`src/rtl/cr_kme_fifo_pkt_arb.sv`:
```
// Packet-level round-robin arbiter sharing one RAM FIFO write port among N_REQ producers.
// Ownership is held for a whole packet; a beat-count watchdog forces eop on runaway packets.
module cr_kme_fifo_pkt_arb #(
  parameter int unsigned DATA_SIZE = 10,
  parameter int unsigned N_REQ     = 4,
  parameter int unsigned MAX_BEATS = 16,
  localparam int unsigned TAG_W    = $clog2(N_REQ),
  localparam int unsigned FIFO_W   = DATA_SIZE + TAG_W + 1
) (
  input  logic                       clk,
  input  logic                       rst,
  input  logic [N_REQ-1:0]           req_valid,
  input  logic [N_REQ*DATA_SIZE-1:0] req_data,
  input  logic [N_REQ-1:0]           req_eop,
  output logic [N_REQ-1:0]           req_stall,
  output logic [FIFO_W-1:0]          fifo_in,
  output logic                       fifo_in_valid,
  input  logic                       fifo_in_stall,
  output logic                       arb_busy,
  output logic [TAG_W-1:0]           arb_owner,
  output logic                       err_overrun,
  output logic                       err_overrun_sticky
);

  typedef enum logic {IDLE, LOCKED} state_t;

  state_t               state, state_nxt;
  logic [TAG_W-1:0]     owner, rr_ptr, winner, scan_idx, owner_nxt;
  logic                 any_req;
  logic [7:0]           beat_cnt;
  logic                 own_valid, own_eop, force_eop, eop_out, accept;
  logic [DATA_SIZE-1:0] own_data;

  // Round-robin scan starting at rr_ptr, wrapping modulo N_REQ
  always_comb begin
    winner   = '0;
    any_req  = 1'b0;
    scan_idx = '0;
    for (int i = 0; i < int'(N_REQ); i++) begin
      scan_idx = TAG_W'((32'(rr_ptr) + 32'(i)) % N_REQ);
      if (!any_req && req_valid[scan_idx]) begin
        winner  = scan_idx;
        any_req = 1'b1;
      end
    end
  end

  // Mux the current owner's request signals
  always_comb begin
    own_valid = 1'b0;
    own_eop   = 1'b0;
    own_data  = '0;
    for (int i = 0; i < int'(N_REQ); i++) begin
      if (owner == TAG_W'(i)) begin
        own_valid = req_valid[i];
        own_eop   = req_eop[i];
        own_data  = req_data[i*DATA_SIZE +: DATA_SIZE];
      end
    end
  end

  always_ff @(posedge clk or posedge rst) begin
    if (rst) state <= IDLE;
    else     state <= state_nxt;
  end

  always_comb begin
    state_nxt = state;
    case (state)
      IDLE:    if (any_req) state_nxt = LOCKED;
      LOCKED:  if (accept && eop_out) state_nxt = IDLE;
      default: state_nxt = IDLE;
    endcase
  end

  // fifo_in is driven to zero outside LOCKED so it stays stable while idle
  always_comb begin
    req_stall     = '1;
    fifo_in_valid = 1'b0;
    fifo_in       = '0;
    force_eop     = 1'b0;
    eop_out       = 1'b0;
    arb_busy      = 1'b0;
    if (state == LOCKED) begin
      arb_busy         = 1'b1;
      force_eop        = (beat_cnt == 8'(MAX_BEATS - 1)) && !own_eop;
      eop_out          = own_eop || force_eop;
      fifo_in_valid    = own_valid;
      fifo_in          = {owner, eop_out, own_data};
      req_stall[owner] = fifo_in_stall;
    end
  end

  assign accept    = fifo_in_valid && !fifo_in_stall;
  assign arb_owner = owner;
  assign owner_nxt = (owner == TAG_W'(N_REQ - 1)) ? '0 : owner + 1'b1;

  always_ff @(posedge clk or posedge rst) begin
    if (rst) begin
      owner              <= '0;
      rr_ptr             <= '0;
      beat_cnt           <= '0;
      err_overrun        <= 1'b0;
      err_overrun_sticky <= 1'b0;
    end else begin
      err_overrun <= 1'b0;
      if (state == IDLE && any_req) begin
        owner    <= winner;
        beat_cnt <= '0;
      end else if (state == LOCKED && accept) begin
        beat_cnt <= beat_cnt + 8'd1;
        if (eop_out) begin
          rr_ptr <= owner_nxt;
          if (force_eop) begin
            err_overrun        <= 1'b1;
            err_overrun_sticky <= 1'b1;
          end
        end
      end
    end
  end

endmodule

```
`config.mk`:
```
export PLATFORM = sky130hd
export DESIGN_NAME = cr_kme_fifo_pkt_arb
export DESIGN_NICKNAME = d
export VERILOG_FILES = /design/src/rtl/cr_kme_fifo_pkt_arb.sv
export SDC_FILE = /design/constraint.sdc
export NUM_CORES = 1
export LEC_CHECK = 0
export BUFFER_PORTS_ARGS = -buffer_cell sky130_fd_sc_hd__buf_2
export CAP_MARGIN = 30
export CORE_UTILIZATION = 43
export DETAILED_ROUTE_END_ITERATION = 8
export GPL_ROUTABILITY_DRIVEN = 0
export MAX_ROUTING_LAYER = met4
export PLACE_DENSITY_LB_ADDON = 0.12
export SLEW_MARGIN = 5
export SYNTH_ARGS = -nofsm -noshare
export SYNTH_HDL_FRONTEND = slang
export SYNTH_SLANG_ARGS = --single-unit
export TNS_END_PERCENT = 5
```
`constraint.sdc`:
```
create_clock -name clk -period 2.8 [get_ports clk]
set_input_delay 0.84 -clock clk [delete_from_list [all_inputs] [get_ports clk]]
set_output_delay 0.84 -clock clk [all_outputs]
set_load 0.1 [all_outputs]
```
==> flow_summary.yaml, run 1 <==
drt:
  drt_first_pass_iters: 4
  drt_iter0_drc: 80
  ant_nets: 0
  routed_wl_mm: 4.29
  vias_per_cell: 5.80
  routedWlPerCell_um: 15.8
  num_vias: 1573
  post-route-drc-count: 0
setup_path:
  cp-end-kind: "primary output"
  cpPeakStageDelay_ns: 0.53
  path_class: "flip-flop to primary output"
  path_buf_inv: 3
  reg2reg_setup_slack_ns: 0.49
  required_ns: 1.96
  crit_chain: "inv_4, ha_4, buf_6, nand3b_1, a311o_1, a21oi_4, buf_12"
  slowest_stage: "dfrtp_4"
  crit_family: "compound AO/OA/AOI/OAI gates"
  cp.arrival_ns: 2.01
  cp_max_fo: 5
  cp-start-kind: "flip-flop"
cts:
  insertion_delay_ns: 0.28
  path_clk_slew_ns: 0.09
  cts_max_level: 1
  cts_hold_buf: 0
  cts_tree: "done"
  cts_root_buffer: "clkbuf_4"
  numCtsBuffers: 3
  clockBufferDepth: 2
  numClockSinks: 15
grt:
  grt-ovfl-total: 0
  track_usage_pct: 27.9
  grt_antenna_before_repair: 0
  grt_max_degree: 22
  first_global_vias: 1534
  grt_pass1_wl_mm: 6.82
timing:
  grt_setup_unrepaired: "true"
  fmax_ghz: 0.351
  slew_headroom_pct: 63.1
  fin_crit_sh_pct: 102
  fin_crit_ns: 2.85
  finalMaxSlewViolations: 0
  fin_setup_tns_ns: -0.0591
  setup_viol: 2
  skew_ns: 0.00619
  hold_viol: 0
  setup_slack_ns: -0.0469
  tightest_slew_ns: 0.553
synth:
  seq_area_frac_synth_pct: 30.0
  syn_inst: 158
  yosysUniqueCellTypes: 34
  yosysMostFrequentCell: "nand2_1"
  synth-async-reset-ratio_pct: 100
  synth_edf_count: 0
  synth_top_area_share_pct: 30.0
  synth_top_area_cell: "dfrtp_1"
  yosys-top-cells-count: "24 x nand2_1, 15 x dfrtp_1, 15 x o21ai_0"
  syn_nets: 214
  ys_warn_count: 0
  synthTopCellsByArea: "dfrtp_1 30%, nand2_1 7.2%, a22o_1 7.0%, a22oi_1 6.6%, o21ai_0 6.0%"
  ys_seq_elements: 15
  synth_area_sq_um: 1250
  avgSynthCellArea_sq_um: 7.93
  synthFlopType: "dfrtp_1"
cells_and_area:
  n_fill_cell: 213
  layout.nets: 297
  n_antenna_cell: 0
  regArea_sq_um: 384
  utilization_pct: 73.8
  design_area_sq_um: 2040
  multiInputGateArea_sq_um: 907
  drive_gt1_share_pct: 47.9
  area_delta_synth_final_pct: 62.5
run:
  maxCapViolations: 0
worst_hold_path:
  hold_path_class: "flip-flop to flip-flop"
placed_design:
  dp_slack_ns: -0.0944
  placed_area_sq_um: 1900
  hpwlAfterDp_mm: 3.23
  port_buffers: 73
floorplanning:
  dieWidth_um: 56.0
  core_sq_um: 2760
  ios: 74
  num_rows: 19
  die_h_um: 56.0
  start_util_pct: 45.4
  die_area_sq_um: 3130
outcome:
  violations: "setup timing"
  run_status: "finished with violations"
## registers in the layout, summed over array words and instances, names as in the netlist
signal              cells
err_overrun_sticky      1
err_overrun             1
state                   1
rr_ptr                  2
arb_owner               2
beat_cnt                8
## placed cells by master, fill, tap and decap left out, types with 4 or more instances in the layout
cell type,n
o21ai_0,12
o31ai_1,4
nand3_1,7
mux2i_1,4
or4_1,4
a22oi_1,11
buf_12,12
a21oi_1,7
a22o_2,10
buf_2,61
nor2_1,4
buf_4,10
inv_1,5
nand2_1,24
dfrtp_1,12
## final cells by class
class / instances / share of cell area, %
multi-input combinational: 128 / 44.6
timing repair buffer: 85 / 31.6
sequential: 15 / 18.9
tap: 31 / 1.91
inverter: 8 / 1.72
clock buffer: 3 / 1.11
clock inverter: 1 / 0.246
## per-stage QoR
step | hold slack [ns] | cells
finish | 0.468 | 271
global placement | 0.449 | 261
global route | 0.520 | 271
floorplan | 0.460 | 158
detailed placement | 0.450 | 261
CTS | 0.472 | 270
## routing by layer
metal	up-vias	global-route usage (%)	part of all wire, %
met5	-	-	0
met3	12	2.56	6.6
met2	76	47.4	52
met4	0	14.3	2.6
li1	757	-	-
met1	728	32.8	39
## repair_timing
item / 4_1_cts / 5_1_grt
setup endpoints to repair: 12 / 12
pin swaps: 5 / 1
gates cloned: 0 / 1
gates resized for setup: 12 / 4
setup buffers: 5 / 0
## final timing paths
| path | from | to | cells after the start |
|---|---|---|---|
| max | arb_owner[0] | fifo_in[10] | 7 |
| min | err_overrun_sticky | err_overrun_sticky | 2 |
| max reg2reg | arb_owner[0] | beat_cnt[6] | 8 |
| min reg2reg | err_overrun_sticky | err_overrun_sticky | 2 |
| max in group asynchronous | rst | arb_owner[0] | 2 |
| min in group asynchronous | rst | beat_cnt[0] | 2 |
## logic make-up after synthesis
family                   synth area share [%]
AO/OA/AOI/OAI                            31.3
multiplexers                             5.00
buffers and inverters                    5.00
flip-flops                               30.0
adder cells (fa/ha/maj)                  5.00
AND/OR/NAND/NOR                          23.8
## worst register-to-register path, cell delays in order (launching register included)
cell and delay (ns):
dfrtp_4 0.53, inv_4 0.09, buf_4 0.13, ha_4 0.15
nor2_1 0.08, a311o_1 0.38, buf_4 0.19, or4_1 0.52
mux2i_1 0.13
Power of run 1 is not shown: default switching activity piles up to over one toggle a cycle in this logic, so the estimate is an artifact.
==> inputs of run 2 (changes only) <==
--- a/config.mk
+++ b/config.mk
@@ -7,7 +7,9 @@
 export LEC_CHECK = 0
 export BUFFER_PORTS_ARGS = -buffer_cell sky130_fd_sc_hd__buf_2
 export CAP_MARGIN = 30
-export CORE_UTILIZATION = 43
+export CELL_PAD_IN_SITES_DETAIL_PLACEMENT = 0
+export CELL_PAD_IN_SITES_GLOBAL_PLACEMENT = 2
+export CORE_UTILIZATION = 20
 export DETAILED_ROUTE_END_ITERATION = 8
 export GPL_ROUTABILITY_DRIVEN = 0
 export MAX_ROUTING_LAYER = met4
@@ -16,4 +18,4 @@
 export SYNTH_ARGS = -nofsm -noshare
 export SYNTH_HDL_FRONTEND = slang
 export SYNTH_SLANG_ARGS = --single-unit
-export TNS_END_PERCENT = 5
+export TNS_END_PERCENT = 10
==> constraint.sdc (replaced) <==
create_clock -name clk -period 2.4 [get_ports clk]
set_input_delay 0.72 -clock clk [delete_from_list [all_inputs] [get_ports clk]]
set_output_delay 0.72 -clock clk [all_outputs]
set_load 0.1 [all_outputs]
==> flow_summary.yaml, run 2 (synthesized netlist as in run 1, its figures left out) <==
cts:
  cts_hold_buf: 0
  cts_tree: "done"
  insertion_delay_ns: 0.25
  numCtsBuffers: 3
  clockBufferDepth: 2
  path_clk_slew_ns: 0.06
  numClockSinks: 15
  cts_max_level: 1
  cts_root_buffer: "clkbuf_8"
setup_path:
  r2r-start: "arb_owner[0]"
  cp.arrival_ns: 1.97
  reg2reg_setup_slack_ns: 0.10
  cp_max_fo: 7
  cp-start-kind: "flip-flop"
  path_class: "flip-flop to primary output"
  cp-end-kind: "primary output"
  rr_worst_depth: 7
  required_ns: 1.68
  timing.rr.end: "beat_cnt[6]"
drt:
  post-route-drc-count: 0
  drt_first_pass_iters: 4
  drt_iter0_drc: 48
  routed_wl_mm: 4.88
  vias_per_cell: 4.94
  routedWlPerCell_um: 14.7
  num_vias: 1635
  ant_nets: 0
run:
  maxCapViolations: 0
floorplanning:
  die_area_sq_um: 6580
  core_sq_um: 5990
  die_h_um: 81.1
  num_rows: 28
  dieWidth_um: 81.1
  ios: 74
  start_util_pct: 20.9
timing:
  fin_crit_ns: 2.69
  skew_ns: 0.00528
  tightest_slew_ns: 0.620
  fin_crit_sh_pct: 112
  fmax_ghz: 0.372
  finalMaxSlewViolations: 0
  setup_viol: 12
  slew_headroom_pct: 58.6
  setup_slack_ns: -0.285
  hold_viol: 0
  grt_setup_unrepaired: "true"
placed_design:
  place_inst: 320
  port_buffers: 73
  hpwlAfterDp_mm: 3.97
cells_and_area:
  final_common_cell: "buf_2"
  area_delta_synth_final_pct: 102
  final_cells: 331
  drive_gt1_share_pct: 57.4
  regMostFlops: "beat_cnt"
  n_antenna_cell: 0
  largest_reg_flops: 8
  n_fill_cell: 598
  layout.nets: 313
  final_cell_mix: "55 x buf_2, 23 x buf_4, 21 x buf_12"
grt:
  first_global_vias: 1539
  grt_pass1_wl_mm: 7.43
  grt-ovfl-total: 0
  track_usage_pct: 15.0
  grt_antenna_before_repair: 0
  grt_max_degree: 16
worst_hold_path:
  hold_start: "err_overrun_sticky"
  hold_end: "err_overrun_sticky"
  hold_depth: 2
  hold_path_class: "flip-flop to flip-flop"
outcome:
  run_status: "finished with violations"
  violations: "setup timing"
-- run 2: cell count changes in the layout (fill, tap and decap cells not counted), moves of 4 or more --
| cell | delta |
|---|---|
| nand2_1 | -4 |
| a22oi_1 | -6 |
| a22oi_2 | +6 |
| nand2_2 | +4 |
| buf_12 | +9 |
| buf_2 | -6 |
| a22o_2 | -10 |
| a22o_4 | +10 |
| buf_4 | +13 |
| o21ai_0 | -7 |
| o21ai_1 | +5 |
-- run 2: repair_timing --
item | in CTS | in global routing
endpoints found under the setup margin | 12 | 13
buffers inserted | 6 | 0
gates resized for setup | 19 | 10
gates cloned | 0 | 1
pin swaps | 5 | 10
-- run 2: layout make-up --
| type | count | area, sq um | share of cell area (%) |
|---|---|---|---|
| clock buffers | 4 | 45.0 | 1.78 |
| inverters | 8 | 35.0 | 1.38 |
| multi-input cells | 127 | 1070 | 42.3 |
| flip-flops and latches | 15 | 384 | 15.2 |
| well taps | 75 | 93.8 | 3.71 |
| repair buffers | 102 | 902 | 35.6 |
-- run 2: how the worst max path moves through the flow --
stage	start	endpoint	slack, ns	cells past startpoint
finish	arb_owner[0]	fifo_in[10]	-0.29	6
global route	arb_owner[0]	fifo_in[10]	-0.34	6
global placement	arb_owner[0]	fifo_in[4]	-0.04	8
detailed placement	arb_owner[0]	fifo_in[4]	-0.07	8
floorplan	arb_owner[0]	fifo_in[10]	-0.36	5
CTS	arb_owner[0]	fifo_in[10]	-0.29	6
-- run 2: layer usage --
| layer | track usage, % | share of wire [%] | vias to the layer above | wire length, um |
|---|---|---|---|---|
| met5 | - | 0 | - | 0 |
| met4 | 2.86 | 0.55 | 0 | 27 |
| met3 | 2.25 | 6.2 | 4 | 301 |
| met2 | 24.8 | 50 | 62 | 2460 |
| met1 | 19.5 | 43 | 779 | 2100 |
| li1 | - | - | 790 | - |
-- run 2: critical path: stages (launching register included) --
cell	delay [ns]
dfrtp_4	0.52
buf_12	0.14
ha_4	0.17
nor2b_4	0.13
a311o_1	0.38
a21oi_4	0.18
buf_12	0.19
-- run 2: through the flow --
step / setup slack [ns] / hold WS, ns / TNS (ns) / util (%) / instance area, sq um
detailed placement: -0.0683 / 0.475 / -0.374 / 39.3 / 2350
global placement: -0.0438 / 0.459 / -0.165 / 39.3 / 2350
floorplan: -0.363 / 0.460 / -5.44 / - / 1470
global route: -0.335 / 0.516 / -3.34 / 42.3 / 2530
CTS: -0.287 / 0.490 / -2.99 / 41.4 / 2480
finish: -0.285 / 0.480 / -2.56 / 42.3 / 2530
Power of run 2 is left out for the same reason.
==> inputs of run 3 (changes only) <==
--- a/config.mk
+++ b/config.mk
@@ -13,7 +13,7 @@
 export DETAILED_ROUTE_END_ITERATION = 8
 export GPL_ROUTABILITY_DRIVEN = 0
 export MAX_ROUTING_LAYER = met4
-export PLACE_DENSITY_LB_ADDON = 0.12
+export PLACE_DENSITY_LB_ADDON = 0.1
 export SLEW_MARGIN = 5
 export SYNTH_ARGS = -nofsm -noshare
 export SYNTH_HDL_FRONTEND = slang
==> flow_summary.yaml, run 3 (synthesized netlist as in run 1, its figures left out) <==
cts:
  insertion_delay_ns: 0.25
  cts_max_level: 1
  clockBufferDepth: 2
  cts_tree: "done"
  cts_root_buffer: "clkbuf_8"
  cts_hold_buf: 0
  numClockSinks: 15
  path_clk_slew_ns: 0.07
  numCtsBuffers: 3
cells_and_area:
  final_cell_mix: "56 x buf_2, 20 x nand2_1, 19 x buf_4"
  layout.nets: 312
  final_common_cell: "buf_2"
  largest_reg_flops: 8
  regMostFlops: "beat_cnt"
  area_delta_synth_final_pct: 99.5
  drive_gt1_share_pct: 59.2
  n_antenna_cell: 0
placed_design:
  port_buffers: 73
  hpwlAfterDp_mm: 4.03
  dp_slack_ns: -0.0892
drt:
  post-route-drc-count: 0
  routedWlPerCell_um: 15.8
  drt_first_pass_iters: 4
  drt_iter0_drc: 59
  routed_wl_mm: 5.22
  vias_per_cell: 4.90
  num_vias: 1616
  ant_nets: 0
outcome:
  run_status: "finished with violations"
  violations: "setup timing"
floorplanning:
  num_rows: 28
  die_area_sq_um: 6580
  start_util_pct: 20.9
  core_sq_um: 5990
  die_h_um: 81.1
  ios: 74
  dieWidth_um: 81.1
grt:
  first_global_vias: 1546
  grt_antenna_before_repair: 0
  grt_pass1_wl_mm: 7.73
  track_usage_pct: 15.9
  grt-ovfl-total: 0
  grt_max_degree: 22
timing:
  setup_slack_ns: -0.254
  finalMaxSlewViolations: 0
  slew_headroom_pct: 58.4
  tightest_slew_ns: 0.623
  grt_setup_unrepaired: "true"
  fin_crit_ns: 2.65
  hold_viol: 0
  setup_viol: 12
  skew_ns: 0.00354
  fmax_ghz: 0.377
  fin_crit_sh_pct: 111
setup_path:
  timing.rr.end: "beat_cnt[6]"
  cp_max_fo: 6
  r2r-start: "arb_owner[0]"
  required_ns: 1.68
  crit_path_end: "fifo_in[10]"
  path_class: "flip-flop to primary output"
  crit_start: "arb_owner[0]"
  cp-end-kind: "primary output"
  reg2reg_setup_slack_ns: 0.08
  rr_worst_depth: 8
  cp-start-kind: "flip-flop"
  cp.arrival_ns: 1.93
run:
  maxCapViolations: 0
worst_hold_path:
  hold_path_class: "flip-flop to flip-flop"
[run 3: changes by cell type in the layout (fill, tap and decap cells not counted), sizes merged]
cell / previous run / this run
buf: 102 / 100
clkinvlp: 0 / 1
[run 3: worst max-delay path, stage by stage, from the launching register on]
cell,delay (ns)
dfrtp_4,0.52
buf_6,0.14
ha_4,0.17
nor2b_4,0.13
a311o_1,0.36
a21oi_4,0.17
buf_12,0.19
[run 3: worst min-delay path by stage]
stage          slack [ns]                 end          startpoint  cells after the start
6_report             0.48  err_overrun_sticky  err_overrun_sticky                      2
5_1_grt              0.51  err_overrun_sticky  err_overrun_sticky                      2
4_1_cts              0.49  err_overrun_sticky  err_overrun_sticky                      2
3_5_place_dp         0.47  err_overrun_sticky  err_overrun_sticky                      2
3_3_place_gp         0.46  err_overrun_sticky  err_overrun_sticky                      2
2_1_floorplan        0.46         beat_cnt[2]         beat_cnt[2]                      1
[run 3: final cells by class]
class | instances | area [sq um]
inverters | 8 | 35.0
multi-input cells | 127 | 1080
fillers | 630 | 3490
repair buffers | 101 | 852
clock buffers | 3 | 41.3
clock inverters | 1 | 7.51
well taps | 75 | 93.8
flip-flops and latches | 15 | 384
[run 3: what timing repair did]
action | in CTS | in global routing
pin swaps | 7 | 8
buffers inserted | 3 | 1
gates cloned | 1 | 0
gates resized for setup | 27 | 18
endpoints found under the setup margin | 14 | 15
[run 3: through the flow]
step	TNS (ns)	util (%)	hold slack, ns	cells	instance area, sq um
floorplan	-5.44	-	0.460	158	1470
global placement	-0.179	38.2	0.460	321	2290
detailed placement	-0.589	38.2	0.473	321	2290
global route	-3.16	41.7	0.513	330	2500
CTS	-2.87	40.4	0.491	329	2420
finish	-2.33	41.7	0.483	330	2500
[run 3: routing by layer]
layer	global-route usage, %	wire [um]	share of wire, %
met4	3.04	68	1.3
met3	2.70	204	3.9
met5	-	0	0
met1	20.6	2250	43
met2	25.9	2700	52
Power of run 3 is left out for the same reason.
